### config.mk
export PLATFORM = sky130hd
export DESIGN_NAME = ps2_key_decoder
export DESIGN_NICKNAME = d
export VERILOG_FILES = /design/src/rtl/tron_keys_pkg.sv /design/src/rtl/ps2_rx.sv /design/src/rtl/ps2_key_decoder.sv
export SDC_FILE = /design/constraint.sdc
export NUM_CORES = 1
export LEC_CHECK = 0
export BUFFER_PORTS_ARGS = -buffer_cell sky130_fd_sc_hd__buf_2
export CAP_MARGIN = 20
export CORE_MARGIN = 2
export CORE_UTILIZATION = 40
export DETAILED_ROUTE_END_ITERATION = 10
export PLACE_DENSITY = 0.55
export SLEW_MARGIN = 40
export SYNTH_ARGS = -nofsm -noshare
export SYNTH_HDL_FRONTEND = slang
export SYNTH_SLANG_ARGS = --single-unit
export TNS_END_PERCENT = 50
### constraint.sdc
create_clock -name CLOCK_50 -period 2.6 [get_ports CLOCK_50]
set_clock_uncertainty 0.2 [all_clocks]
set_input_delay 0.52 -clock CLOCK_50 [delete_from_list [all_inputs] [get_ports CLOCK_50]]
set_output_delay 0.52 -clock CLOCK_50 [all_outputs]
set_load 0.01 [all_outputs]
### src/rtl/tron_keys_pkg.sv
// Shared Tron keyboard definitions: PS/2 scan codes, game key codes,
// direction encoding, and the make-code lookup used by the key decoder.
package tron_keys_pkg;

    localparam logic [7:0] SC_EXT   = 8'hE0;
    localparam logic [7:0] SC_BRK   = 8'hF0;
    // Arrow keys (after E0) and keypad 8/2/4/6 (no prefix) share make-codes.
    localparam logic [7:0] SC_UP    = 8'h75;
    localparam logic [7:0] SC_DOWN  = 8'h72;
    localparam logic [7:0] SC_LEFT  = 8'h6B;
    localparam logic [7:0] SC_RIGHT = 8'h74;
    localparam logic [7:0] SC_W     = 8'h1D;
    localparam logic [7:0] SC_S     = 8'h1B;
    localparam logic [7:0] SC_A     = 8'h1C;
    localparam logic [7:0] SC_D     = 8'h23;
    localparam logic [7:0] SC_I     = 8'h43;
    localparam logic [7:0] SC_K     = 8'h42;
    localparam logic [7:0] SC_J     = 8'h3B;
    localparam logic [7:0] SC_L     = 8'h4B;
    localparam logic [7:0] SC_SPACE = 8'h29;

    localparam logic [4:0] KEY_ARROW_UP    = 5'd0;
    localparam logic [4:0] KEY_ARROW_DOWN  = 5'd1;
    localparam logic [4:0] KEY_ARROW_LEFT  = 5'd2;
    localparam logic [4:0] KEY_ARROW_RIGHT = 5'd3;
    localparam logic [4:0] KEY_W           = 5'd4;
    localparam logic [4:0] KEY_S           = 5'd5;
    localparam logic [4:0] KEY_A           = 5'd6;
    localparam logic [4:0] KEY_D           = 5'd7;
    localparam logic [4:0] KEY_I           = 5'd8;
    localparam logic [4:0] KEY_K           = 5'd9;
    localparam logic [4:0] KEY_J           = 5'd10;
    localparam logic [4:0] KEY_L           = 5'd11;
    localparam logic [4:0] KEY_KP_UP       = 5'd12;
    localparam logic [4:0] KEY_KP_DOWN     = 5'd13;
    localparam logic [4:0] KEY_KP_LEFT     = 5'd14;
    localparam logic [4:0] KEY_KP_RIGHT    = 5'd15;
    localparam logic [4:0] KEY_SPACE       = 5'd16;
    localparam logic [4:0] KEY_IDLE_CODE   = 5'd31;

    typedef enum logic [1:0] {
        DIR_UP    = 2'b00,
        DIR_DOWN  = 2'b01,
        DIR_LEFT  = 2'b10,
        DIR_RIGHT = 2'b11
    } dir_e;

    typedef struct packed {
        logic       hit;
        logic [4:0] code;
    } key_lookup_t;

    function automatic key_lookup_t lookup_key(input logic ext, input logic [7:0] sc);
        key_lookup_t r;
        r.hit  = 1'b1;
        r.code = KEY_IDLE_CODE;
        if (ext) begin
            case (sc)
                SC_UP:    r.code = KEY_ARROW_UP;
                SC_DOWN:  r.code = KEY_ARROW_DOWN;
                SC_LEFT:  r.code = KEY_ARROW_LEFT;
                SC_RIGHT: r.code = KEY_ARROW_RIGHT;
                default:  r.hit  = 1'b0;
            endcase
        end else begin
            case (sc)
                SC_W:     r.code = KEY_W;
                SC_S:     r.code = KEY_S;
                SC_A:     r.code = KEY_A;
                SC_D:     r.code = KEY_D;
                SC_I:     r.code = KEY_I;
                SC_K:     r.code = KEY_K;
                SC_J:     r.code = KEY_J;
                SC_L:     r.code = KEY_L;
                SC_UP:    r.code = KEY_KP_UP;
                SC_DOWN:  r.code = KEY_KP_DOWN;
                SC_LEFT:  r.code = KEY_KP_LEFT;
                SC_RIGHT: r.code = KEY_KP_RIGHT;
                SC_SPACE: r.code = KEY_SPACE;
                default:  r.hit  = 1'b0;
            endcase
        end
        return r;
    endfunction

endpackage

### src/rtl/ps2_rx.sv
// PS/2 byte receiver: synchronises the raw lines, frames start/8 data/parity/stop
// on falling PS/2 clock edges, and aborts a stalled frame via a watchdog.
module ps2_rx #(
    parameter int unsigned TIMEOUT_CYCLES = 10000
) (
    input  logic       clk,
    input  logic       rst_n,
    input  logic       ps2_clk_i,
    input  logic       ps2_dat_i,
    output logic [7:0] byte_o,
    output logic       byte_valid_o,
    output logic       frame_err_o
);

    localparam int unsigned WD_W = $clog2(TIMEOUT_CYCLES + 1);
    localparam logic [WD_W-1:0] WD_LIMIT = WD_W'(TIMEOUT_CYCLES);

    localparam logic [1:0] ST_IDLE   = 2'd0;
    localparam logic [1:0] ST_DATA   = 2'd1;
    localparam logic [1:0] ST_PARITY = 2'd2;
    localparam logic [1:0] ST_STOP   = 2'd3;

    logic            clk_meta_q, clk_sync_q, clk_prev_q;
    logic            dat_meta_q, dat_sync_q;
    logic [1:0]      state_q, state_d;
    logic [2:0]      bit_cnt_q, bit_cnt_d;
    logic [7:0]      shift_q, shift_d;
    logic            parity_q, parity_d;
    logic [WD_W-1:0] wdog_q, wdog_d;
    logic            byte_valid_q, byte_valid_d;
    logic            frame_err_q, frame_err_d;
    logic            fall;

    assign fall = clk_prev_q & ~clk_sync_q;

    always_comb begin
        // NOTE: every next-state signal gets a default first so no path can infer a latch.
        state_d      = state_q;
        bit_cnt_d    = bit_cnt_q;
        shift_d      = shift_q;
        parity_d     = parity_q;
        byte_valid_d = 1'b0;
        frame_err_d  = 1'b0;

        if (state_q == ST_IDLE || fall) begin
            wdog_d = '0;
        end else begin
            wdog_d = wdog_q + 1'b1;
        end

        if (state_q != ST_IDLE && wdog_q == WD_LIMIT) begin
            state_d     = ST_IDLE;
            frame_err_d = 1'b1;
            wdog_d      = '0;
        end else if (fall) begin
            case (state_q)
                ST_IDLE: begin
                    // A high data bit here is line noise, not a start bit.
                    if (!dat_sync_q) begin
                        state_d   = ST_DATA;
                        bit_cnt_d = '0;
                    end
                end
                ST_DATA: begin
                    shift_d   = {dat_sync_q, shift_q[7:1]};
                    bit_cnt_d = bit_cnt_q + 1'b1;
                    if (bit_cnt_q == 3'd7) begin
                        state_d = ST_PARITY;
                    end
                end
                ST_PARITY: begin
                    parity_d = dat_sync_q;
                    state_d  = ST_STOP;
                end
                ST_STOP: begin
                    if (dat_sync_q && (^{shift_q, parity_q})) begin
                        byte_valid_d = 1'b1;
                    end else begin
                        frame_err_d = 1'b1;
                    end
                    state_d = ST_IDLE;
                end
                default: state_d = ST_IDLE;
            endcase
        end
    end

    // NOTE: state registers use non-blocking assignments so every flop samples pre-edge values.
    always_ff @(posedge clk or negedge rst_n) begin
        if (!rst_n) begin
            clk_meta_q   <= 1'b1;
            clk_sync_q   <= 1'b1;
            clk_prev_q   <= 1'b1;
            dat_meta_q   <= 1'b1;
            dat_sync_q   <= 1'b1;
            state_q      <= ST_IDLE;
            bit_cnt_q    <= '0;
            shift_q      <= '0;
            parity_q     <= 1'b0;
            wdog_q       <= '0;
            byte_valid_q <= 1'b0;
            frame_err_q  <= 1'b0;
        end else begin
            clk_meta_q   <= ps2_clk_i;
            clk_sync_q   <= clk_meta_q;
            clk_prev_q   <= clk_sync_q;
            dat_meta_q   <= ps2_dat_i;
            dat_sync_q   <= dat_meta_q;
            state_q      <= state_d;
            bit_cnt_q    <= bit_cnt_d;
            shift_q      <= shift_d;
            parity_q     <= parity_d;
            wdog_q       <= wdog_d;
            byte_valid_q <= byte_valid_d;
            frame_err_q  <= frame_err_d;
        end
    end

    assign byte_o       = shift_q;
    assign byte_valid_o = byte_valid_q;
    assign frame_err_o  = frame_err_q;

endmodule

### src/rtl/ps2_key_decoder.sv
// Turns received PS/2 bytes into one-cycle game key pulses, honouring the
// E0 (extended) and F0 (break) prefixes; feeds mechanics.key_in.
module ps2_key_decoder
    import tron_keys_pkg::*;
#(
    parameter int unsigned TIMEOUT_CYCLES = 10000,
    parameter logic [4:0]  IDLE_CODE      = KEY_IDLE_CODE
) (
    input  logic       CLOCK_50,
    input  logic       resetn,
    input  logic       PS2_KBCLK,
    input  logic       PS2_KBDAT,
    output logic [4:0] KEY_PRESSED,
    output logic       key_valid,
    output logic       frame_err
);

    logic [7:0]  rx_byte;
    logic        rx_valid;
    logic        rx_err;
    logic        ext_q, ext_d;
    logic        brk_q, brk_d;
    logic [4:0]  key_q, key_d;
    logic        valid_q, valid_d;
    key_lookup_t lut;

    ps2_rx #(
        .TIMEOUT_CYCLES(TIMEOUT_CYCLES)
    ) u_rx (
        .clk          (CLOCK_50),
        .rst_n        (resetn),
        .ps2_clk_i    (PS2_KBCLK),
        .ps2_dat_i    (PS2_KBDAT),
        .byte_o       (rx_byte),
        .byte_valid_o (rx_valid),
        .frame_err_o  (rx_err)
    );

    assign lut = lookup_key(ext_q, rx_byte);

    always_comb begin
        ext_d   = ext_q;
        brk_d   = brk_q;
        key_d   = IDLE_CODE;
        valid_d = 1'b0;
        // A discarded frame may have been part of a prefix sequence; start clean.
        if (rx_err) begin
            ext_d = 1'b0;
            brk_d = 1'b0;
        end else if (rx_valid) begin
            if (rx_byte == SC_EXT) begin
                ext_d = 1'b1;
            end else if (rx_byte == SC_BRK) begin
                brk_d = 1'b1;
            end else begin
                if (!brk_q && lut.hit) begin
                    key_d   = lut.code;
                    valid_d = 1'b1;
                end
                ext_d = 1'b0;
                brk_d = 1'b0;
            end
        end
    end

    always_ff @(posedge CLOCK_50 or negedge resetn) begin
        if (!resetn) begin
            ext_q   <= 1'b0;
            brk_q   <= 1'b0;
            key_q   <= IDLE_CODE;
            valid_q <= 1'b0;
        end else begin
            ext_q   <= ext_d;
            brk_q   <= brk_d;
            key_q   <= key_d;
            valid_q <= valid_d;
        end
    end

    assign KEY_PRESSED = key_q;
    assign key_valid   = valid_q;
    assign frame_err   = rx_err;

endmodule

Yosys cells after proc, flatten, opt, wreduce, memory -nomap -nowiden
Index checks and enable logic that the tools add are counted.

word-level totals
  flip-flop bits (word level) = 43
  bits in latches = 0
  RAM bits = 0
  bits in read-only memories = 0
  bits of input ports = 4
  output and inout bits = 7
  logic and storage cells = 105
  memories = 0

operators by class
  $add $sub $neg = 2
  multipliers = 0
  divide/modulo/power cells = 0
  order comparisons = 0
  eq/ne operators = 25
  shift operators = 0
  muxes and demuxes = 40
  bitwise logic cells = 3
  reductions and logical operators = 19

operators by type and width
  kind                   number
  $pmux 5 s13            1
  $eq 8x7->1 const B     7
  $mux 14                2
  $mux 5                 5
  $eq 8x5->1 const B     3
  $eq 8x6->1 const B     3
  $mux 1                 23
  $pmux 5 s4             1
  $eq 8x8->1 const B     2
  $add 14x1->14 const B  1
  $eq 14x14->1 const B   1
  $reduce_or 13->1       1
  $reduce_and 3->1       3
  $reduce_xor 9->1       1
  $mux 2                 4
  $pmux 2 s4             1
  $reduce_bool 2->1      4
  $mux 6                 1
  $pmux 3 s2             1
  $eq 2x2->1 const B     2
  $reduce_and 2->1       2
  $reduce_and 4->1       1
  $reduce_or 4->1        1
  $add 3x1->3 const B    1
  other kinds (14)       17

Longest topological paths before layout
Gate-level depths: netlist of the first run.

  word-level depth = 10
  gate-level depth with buffers = 9
  depth with buffers taken out = 7

Modules after synthesis
From an unflattened synthesis of the first run, not the netlist that was laid out.

second synthesis, totals
  cell total of the unflattened synthesis = 239
  area, all modules = 2567.5 um2

modules (own cells, without submodules)
  module           times used  cells each  area each (um2)  sequential area each (um2)
  ps2_rx           1           157         1841.8           882.1
  ps2_key_decoder  1           82          725.7            206.4

Worst setup path after synthesis of the first run
No wires, ideal clock.

  path type = register to register
  start = register u_rx.state_q[0]
  end = register u_rx.wdog_q[9]
  library setup time = 71 ps
  arrival time = 1948 ps
  required time = 2329 ps
  slack = 381 ps
  cell stages (with the launch flop) = 10
  path buffers = 3
  period minus slack after synthesis = 2219 ps
  cell sequence = dfrtp_1 > inv_1 > ha_1 > and4bb_2 > and4_1 > buf_2 > or3_1 > buf_2 > buf_6 > nor2_1

on the way
  word-level cells in the longest chain between the ends = 4
  elaborated cells between the ends (all ways) = 6
  classes of those cells = 2 x mux; 4 x reduce/logical

ends and longest elaborated chain
  item                    RTL line       source
  from (decl)             ps2_rx.sv:25   logic [1:0] state_q, state_d;
  from (signal assigned)  ps2_rx.sv:109  state_q <= state_d;
  $logic_not 2->1         ps2_rx.sv:45   if (state_q == ST_IDLE || fall) begin
  $logic_or 1x1->1        ps2_rx.sv:45
  $mux 14                 ps2_rx.sv:45
  $mux 14 *               ps2_rx.sv:51   if (state_q != ST_IDLE && wdog_q == WD_LIMIT) begin
  net u_rx.wdog_d[9]      ps2_rx.sv:29   logic [WD_W-1:0] wdog_q, wdog_d;
  to (signal assigned)    ps2_rx.sv:113  wdog_q <= wdog_d;
  to (decl)               ps2_rx.sv:29

The timed path passes the listed nets; every way through them passes the cells marked *.
A chain may end at the register's enable or synchronous reset.

Worst setup path in the final report of the first run
  start = register u_rx.state_q[0]
  end = register u_rx.wdog_q[7]

Same word-level chain as after synthesis.

==> summary.txt, run 1 <==
================================================================================
Status                                                                 completed
Placeable core region                                                   5890 µm²
Number of detailed-route iterations in the first pass                          6
CP delay by family, top                                             simple AND/OR/NAND/NOR gates
Slew Limit Fails                                                               0
Clk buf depth                                                                  2
Post-synthesis register bit count                                             43
Maximum number of pins on one net before global-route repair                  44
Via count of the first global-routing pass                                 1,679
Critical Path, Cell by Cell                                         inv_1 -> ha_1 -> and4bb_2 -> and4_1 -> or3_1 -> nor2_1
CP max stage cell                                                          or3_1
Drt first-iter violations                                                     64
Die Footprint                                                           6730 µm²
Mapped Cells                                                                 242
Flop-to-flop setup slack                                                  360 ps
Layout cells sized above 1                                                 23.3%
Largest fanout on the critical path                                           14
Number of top-level pins                                                      11
Transition time at the pin with the least slew margin                     615 ps
Routed wire per std cell                                                 13.4 µm
Max-cap check violation count                                                  0
Total nets after synthesis                                                   254
DIE HEIGHT                                                               82.0 µm
Power density normalized to cell area                                 898 nW/µm²
DPL Wire Length                                                          3.14 mm
H-tree levels                                                                  2
Diodes inserted                                                                0
TritonCTS clock tree                                                       built
Number of library cell types mapped by synthesis                              56
Synth async-reset ratio                                                     100%
Avg Synthesized Cell Area                                               10.1 µm²
Setup Viol. Count Final                                                        0
Element type at the critical path start                                flip-flop
Post-DR vias/cell                                                           5.11
Post-route setup TNS                                                        0 ps
Count of hold-fix buffers inserted at cts                                      0
P&R area growth vs syn                                                     8.43%
Share of the clock period used by the worst path after layout              86.2%
Total length of routed wires                                             4.41 mm
Initial standard-cell utilization of the core                              41.4%
Cell type with the largest total area after synthesis                    dfrtp_1
Critical Setup Path Class                                             reg -> reg
Number of cells upsized or downsized after cts                                 0
Clk Latency, worst-skew pair                                              300 ps
Setup repair after global routing missed its margin                        false
Row count                                                                     28
Global routing usage summed across all routing layers                      15.1%
Antenna viol nets, final                                                       0
Clk slew on worst S/H paths                                                80 ps
Highest Clock Rate                                                       446 MHz
Syn. warnings                                                                  0
Worst EP arrival                                                         2270 ps
Critical path data required time                                         2620 ps
Cell types occupying the most area after synthesis                  dfrtp_1 34%, dfstp_2 11%, nor2_1 4.3%
Synth Flop Type                                                          dfrtp_1
Floorplan die width                                                      82.0 µm
Total instance count after detailed placement                                320
Top cell type's share of synthesized area                                  33.9%
Final count of hold timing violations                                          0
HP Class                                                             in -> async
Total via count in the routed design                                       1,677
Total Nets Final                                                             264
Buffers inserted by post-CTS timing repair                                     0
Critical path buffers and inverters                                            1
Number of antenna violations at the first check in global routing              0
VDD IR-drop max                                                         0.452 mV
Routability Congestion                                                     0.776
Cell area after synthesis                                               2430 µm²
Clock net sink count                                                          43
Post-synth EDFFs                                                               0
Final Critical Period                                                    2240 ps
Kind of capture point of the worst setup path                          flip-flop
Post-layout instance count excluding filler cells                            328
Fraction of the yosys area taken by sequential cells                       44.7%
Cts bufs inserted                                                              5
Global-route wire length before repair                                   7.74 mm
Tightest slew margin relative to the limit                                 58.5%
GRT overflow                                                                   0
Delay contributed by the slowest stage of the critical path               580 ps
DRC violations left                                                            0
Count of fill cells added during filler insertion                            568
Port Buffer Count                                                             10
Clock Root Buffer                                                       clkbuf_8
Static power due to leakage                                              1.17 nW
================================================================================
cell type report:
cell class / instances / area (µm²) / share of cell area [%]
clock inverter: 1 / 7.51 / 0.284
inverter: 14 / 52.6 / 1.99
clock buffer: 7 / 96.3 / 3.65
timing repair buffer: 15 / 87.6 / 3.32
multi-input combinational: 173 / 1210 / 46.0
tap: 75 / 93.8 / 3.55
sequential: 43 / 1090 / 41.2
cell usage in the layout (no fill, tap or decap), drive strengths merged, types with 8 or more instances in the layout:
cell type,instances
dfrtp,33
nor2,28
nand2,16
buf,15
inv,14
o21ai,12
nand3,11
dfstp,10
xnor2,10
ha,8
registers in the layout (all words and copies together) (netlist names), 2 cells and up:
name and count:
u_rx.wdog_q 14, u_rx.byte_o 8, KEY_PRESSED 5, u_rx.bit_cnt_q 3, u_rx.state_q 2
final timing paths:
check,from,endpoint,depth (start not counted)
hold reg to reg,u_rx.clk_meta_q,u_rx.clk_sync_q,0
setup reg to reg,u_rx.state_q[0],u_rx.wdog_q[7],6
hold / removal,resetn,key_valid,2
max in group asynchronous,resetn,u_rx.dat_meta_q,2
setup / recovery,u_rx.state_q[0],u_rx.wdog_q[7],6
min in group CLOCK_50,PS2_KBDAT,u_rx.dat_meta_q,1
synth_stat cells, types with 3 or more instances:
cell / n
nor2b_1: 4
dfrtp_1: 33
nand3b_1: 3
nand4_1: 4
nand2_1: 16
nand2b_1: 6
ha_1: 8
buf_2: 7
nor2_1: 28
mux2_2: 7
o21ai_0: 12
buf_4: 3
dfstp_2: 10
xor2_1: 7
a21oi_1: 7
a31o_2: 3
inv_1: 14
xnor2_1: 10
nand3_1: 11
nor3_1: 5
report_power, final:
| group | switching [mW] | total [mW] | leakage [nW] | internal (mW) |
|---|---|---|---|---|
| registers | 0.254 | 1.05 | 0.547 | 0.800 |
| clock network | 0.230 | 0.471 | 0.0505 | 0.242 |
| logic | 0.412 | 0.846 | 0.573 | 0.433 |
logic make-up (layout without fill, tap and decap cells):
group                      Yosys count  in the layout  synth area share, %
adders and majority gates            8              8                 4.11
xor gates and xnor gates            18             18                 7.04
muxes                                8              8                 3.65
buffers and inverters               26             37                 5.45
DFF                                 43             43                 44.7
and+or+nand+nor                    101            101                 23.6
AOI/OAI and AO/OA                   38             38                 11.4
stage by stage:
| step | area (µm²) | total power [mW] | setup WS (ps) | utilization (%) | hold slack (ps) |
|---|---|---|---|---|---|
| 3_5_place_dp | 2540 | 1.92 | 358 | 43.1 | 149 |
| 3_3_place_gp | 2540 | 1.92 | 360 | 43.1 | 147 |
| 2_1_floorplan | 2430 | 1.76 | 381 | - | 24.4 |
| 6_report | 2640 | 2.37 | 359 | 44.9 | 82.6 |
| 5_1_grt | 2640 | 2.57 | 180 | 44.9 | 105 |
| 4_1_cts | 2640 | 2.40 | 329 | 44.9 | 101 |
metal layers:
layer / GRT usage [%] / vias to the layer above / wire length, µm
li1: - / 857 / -
met1: 18.3 / 797 / 2080
met2: 26.2 / 15 / 2150
met3: 2.64 / 8 / 93
met4: 6.50 / 0 / 82
met5: 0 / - / 0
Power figures use the tool's default switching activity.
==> run 2, diff against run 1 <==
- GPL_TIMING_DRIVEN: unset -> 0
==> run 2 against run 1 <==
Effect of this change: power fell by 0.22%; setup slack got worse by 200 ps; wire length fell by 0.82%; final area rose by 0.85%; combinational power rose by 23%; critical endpoint is now u_rx.byte_o[3].
==> summary.txt, run 2 (synthesis results as in run 1) <==
================================================================================
Status                                                                 completed
Worst EP arrival                                                         2410 ps
Final Critical Period                                                    2440 ps
Routed wire per std cell                                                 13.1 µm
Flop-to-flop setup slack                                                  160 ps
Reg2Reg Capture Point                                               u_rx.byte_o[3]
Highest Clock Rate                                                       410 MHz
Global-route wire length before repair                                   7.53 mm
Element type at the critical path start                                flip-flop
Worst setup path startpoint                                         u_rx.state_q[0]
Final instance area                                                     2660 µm²
Worst Setup EP                                                      u_rx.byte_o[3]
Total via count in the routed design                                       1,710
Antenna viol nets, final                                                       0
Static power due to leakage                                              1.20 nW
Number of antenna violations at the first check in global routing              0
Layout cells sized above 1                                                 24.6%
Clock net sink count                                                          43
Tightest slew margin relative to the limit                                 53.0%
Number of flip-flops in the largest register                                  14
H-tree levels                                                                  2
Global routing usage summed across all routing layers                      14.8%
Port Buffer Count                                                             10
Total routed wire length on the met1 layer                               2.11 mm
Standard cell area after detailed placement                             2580 µm²
Slew Limit Fails                                                               0
Net switching component of the power                                      890 µW
Critical R2R Launch                                                 u_rx.state_q[0]
Clock network fraction of design power                                     16.9%
Total Nets Final                                                             271
Post-route setup TNS                                                        0 ps
Max-cap check violation count                                                  0
Commonest cells after routing, fill and taps aside                  33 x dfrtp_1, 28 x nor2_1, 16 x buf_2, 16 x nand2_1, 14 x inv_1
Share of the clock period used by the worst path after layout              93.9%
Count of fill cells added during filler insertion                            575
Largest fanout on the critical path                                           10
Die Footprint                                                           6730 µm²
Sequential group share of total power                                      39.0%
Floorplan die width                                                      82.0 µm
Final count of hold timing violations                                          0
Highest metal used                                                          met4
P&R area growth vs syn                                                     9.35%
VDD IR-drop max                                                         0.360 mV
Most common cell after layout, fill and taps aside                       dfrtp_1
Clk Latency, worst-skew pair                                              280 ps
Clock Root Buffer                                                       clkbuf_8
HP Class                                                             in -> async
Worst Reg2Reg Path Length in Cells                                             7
Diodes inserted                                                                0
Row count                                                                     28
DRC violations left                                                            0
Switching share of total power                                             37.6%
Met2 Routed Length                                                       2.09 mm
Count of hold-fix buffers inserted at cts                                      0
Post-DR vias/cell                                                           5.10
Cts bufs inserted                                                              5
TritonCTS clock tree                                                       built
Placeable core region                                                   5890 µm²
Setup repair after global routing missed its margin                        false
GRT overflow                                                                   0
Via count of the first global-routing pass                                 1,656
Number of cells upsized or downsized after cts                                 0
Number of top-level pins                                                      11
Routability Congestion                                                     0.819
Clk buf depth                                                                  2
DIE HEIGHT                                                               82.0 µm
Drt first-iter violations                                                     73
Power density normalized to cell area                                 888 nW/µm²
Combinational share of power                                               44.1%
Total length of routed wires                                             4.37 mm
Internal                                                                 1.48 mW
Routed met3 length                                                        115 µm
Maximum number of pins on one net before global-route repair                  44
Critical path data required time                                         2570 ps
Number of detailed-route iterations in the first pass                          4
Transition time at the pin with the least slew margin                     696 ps
Critical Setup Path Class                                             reg -> reg
Setup Viol. Count Final                                                        0
Initial standard-cell utilization of the core                              41.4%
DPL Wire Length                                                          3.16 mm
Kind of capture point of the worst setup path                          flip-flop
Register with the most flip-flops                                    u_rx.wdog_q
Buffers inserted by post-CTS timing repair                                     0
Clk slew on worst S/H paths                                                90 ps
================================================================================
==> run 2: cell count changes in the layout (fill, tap and decap cells not counted), sizes merged <==
cell	previous run	this run
clkinvlp	1	0
buf	15	22
clkinv	0	1
==> run 2: worst min path at each step <==
| stage | startpoint | to | cells after the start |
|---|---|---|---|
| global route | resetn | key_valid | 1 |
| global placement | u_rx.dat_meta_q | u_rx.dat_sync_q | 0 |
| finish | resetn | u_rx.byte_o[1] | 1 |
| CTS | resetn | key_valid | 1 |
| detailed placement | u_rx.clk_meta_q | u_rx.clk_sync_q | 0 |
| floorplan | resetn | brk_q | 0 |
==> run 2: stage by stage <==
step / power, mW / setup WS (ps) / hold slack, ps / utilization, % / std cells
global placement: 1.98 / 166 / 147 / 43.8 / 327
detailed placement: 1.99 / 148 / 147 / 43.9 / 327
CTS: 2.40 / 129 / 33.7 / 45.2 / 335
floorplan: 1.76 / 381 / 24.4 / - / 242
finish: 2.37 / 159 / 7.45 / 45.2 / 335
global route: 2.57 / 2.76 / 64.2 / 45.2 / 335
==> run 2: layout make-up <==
cell class / count / area, µm² / area share (%)
buffer: 12 / 80.1 / 3.01
clock buffer: 7 / 76.3 / 2.87
clock inverter: 1 / 5.00 / 0.188
inverter: 14 / 52.6 / 1.97
multi-input combinational: 173 / 1210 / 45.6
sequential: 43 / 1090 / 40.9
tap: 75 / 93.8 / 3.52
timing repair buffer: 10 / 52.6 / 1.97
==> run 2: metal layers <==
metal	vias to the layer above	global-route usage (%)
met1	816	19.2
met4	0	4.00
met3	5	3.30
met2	16	24.8
met5	-	0
li1	873	-
==> run 2: power groups by stage <==
stage                     combinational, mW  clock [mW]  sequential (mW)
after floorplan                       0.858           0            0.904
after CTS                              1.06       0.425            0.922
after global placement                 1.05           0            0.932
final                                  1.04       0.401            0.922
after global routing                   1.18       0.451            0.943
after detailed placement               1.05           0            0.935
==> run 2: critical path: stages (launching register included) <==
cell      delay (ps)
dfrtp_1          420
inv_1             90
ha_1             290
and4bb_2         350
a41oi_2          240
nand2_1          200
buf_4            190
mux2_2           340
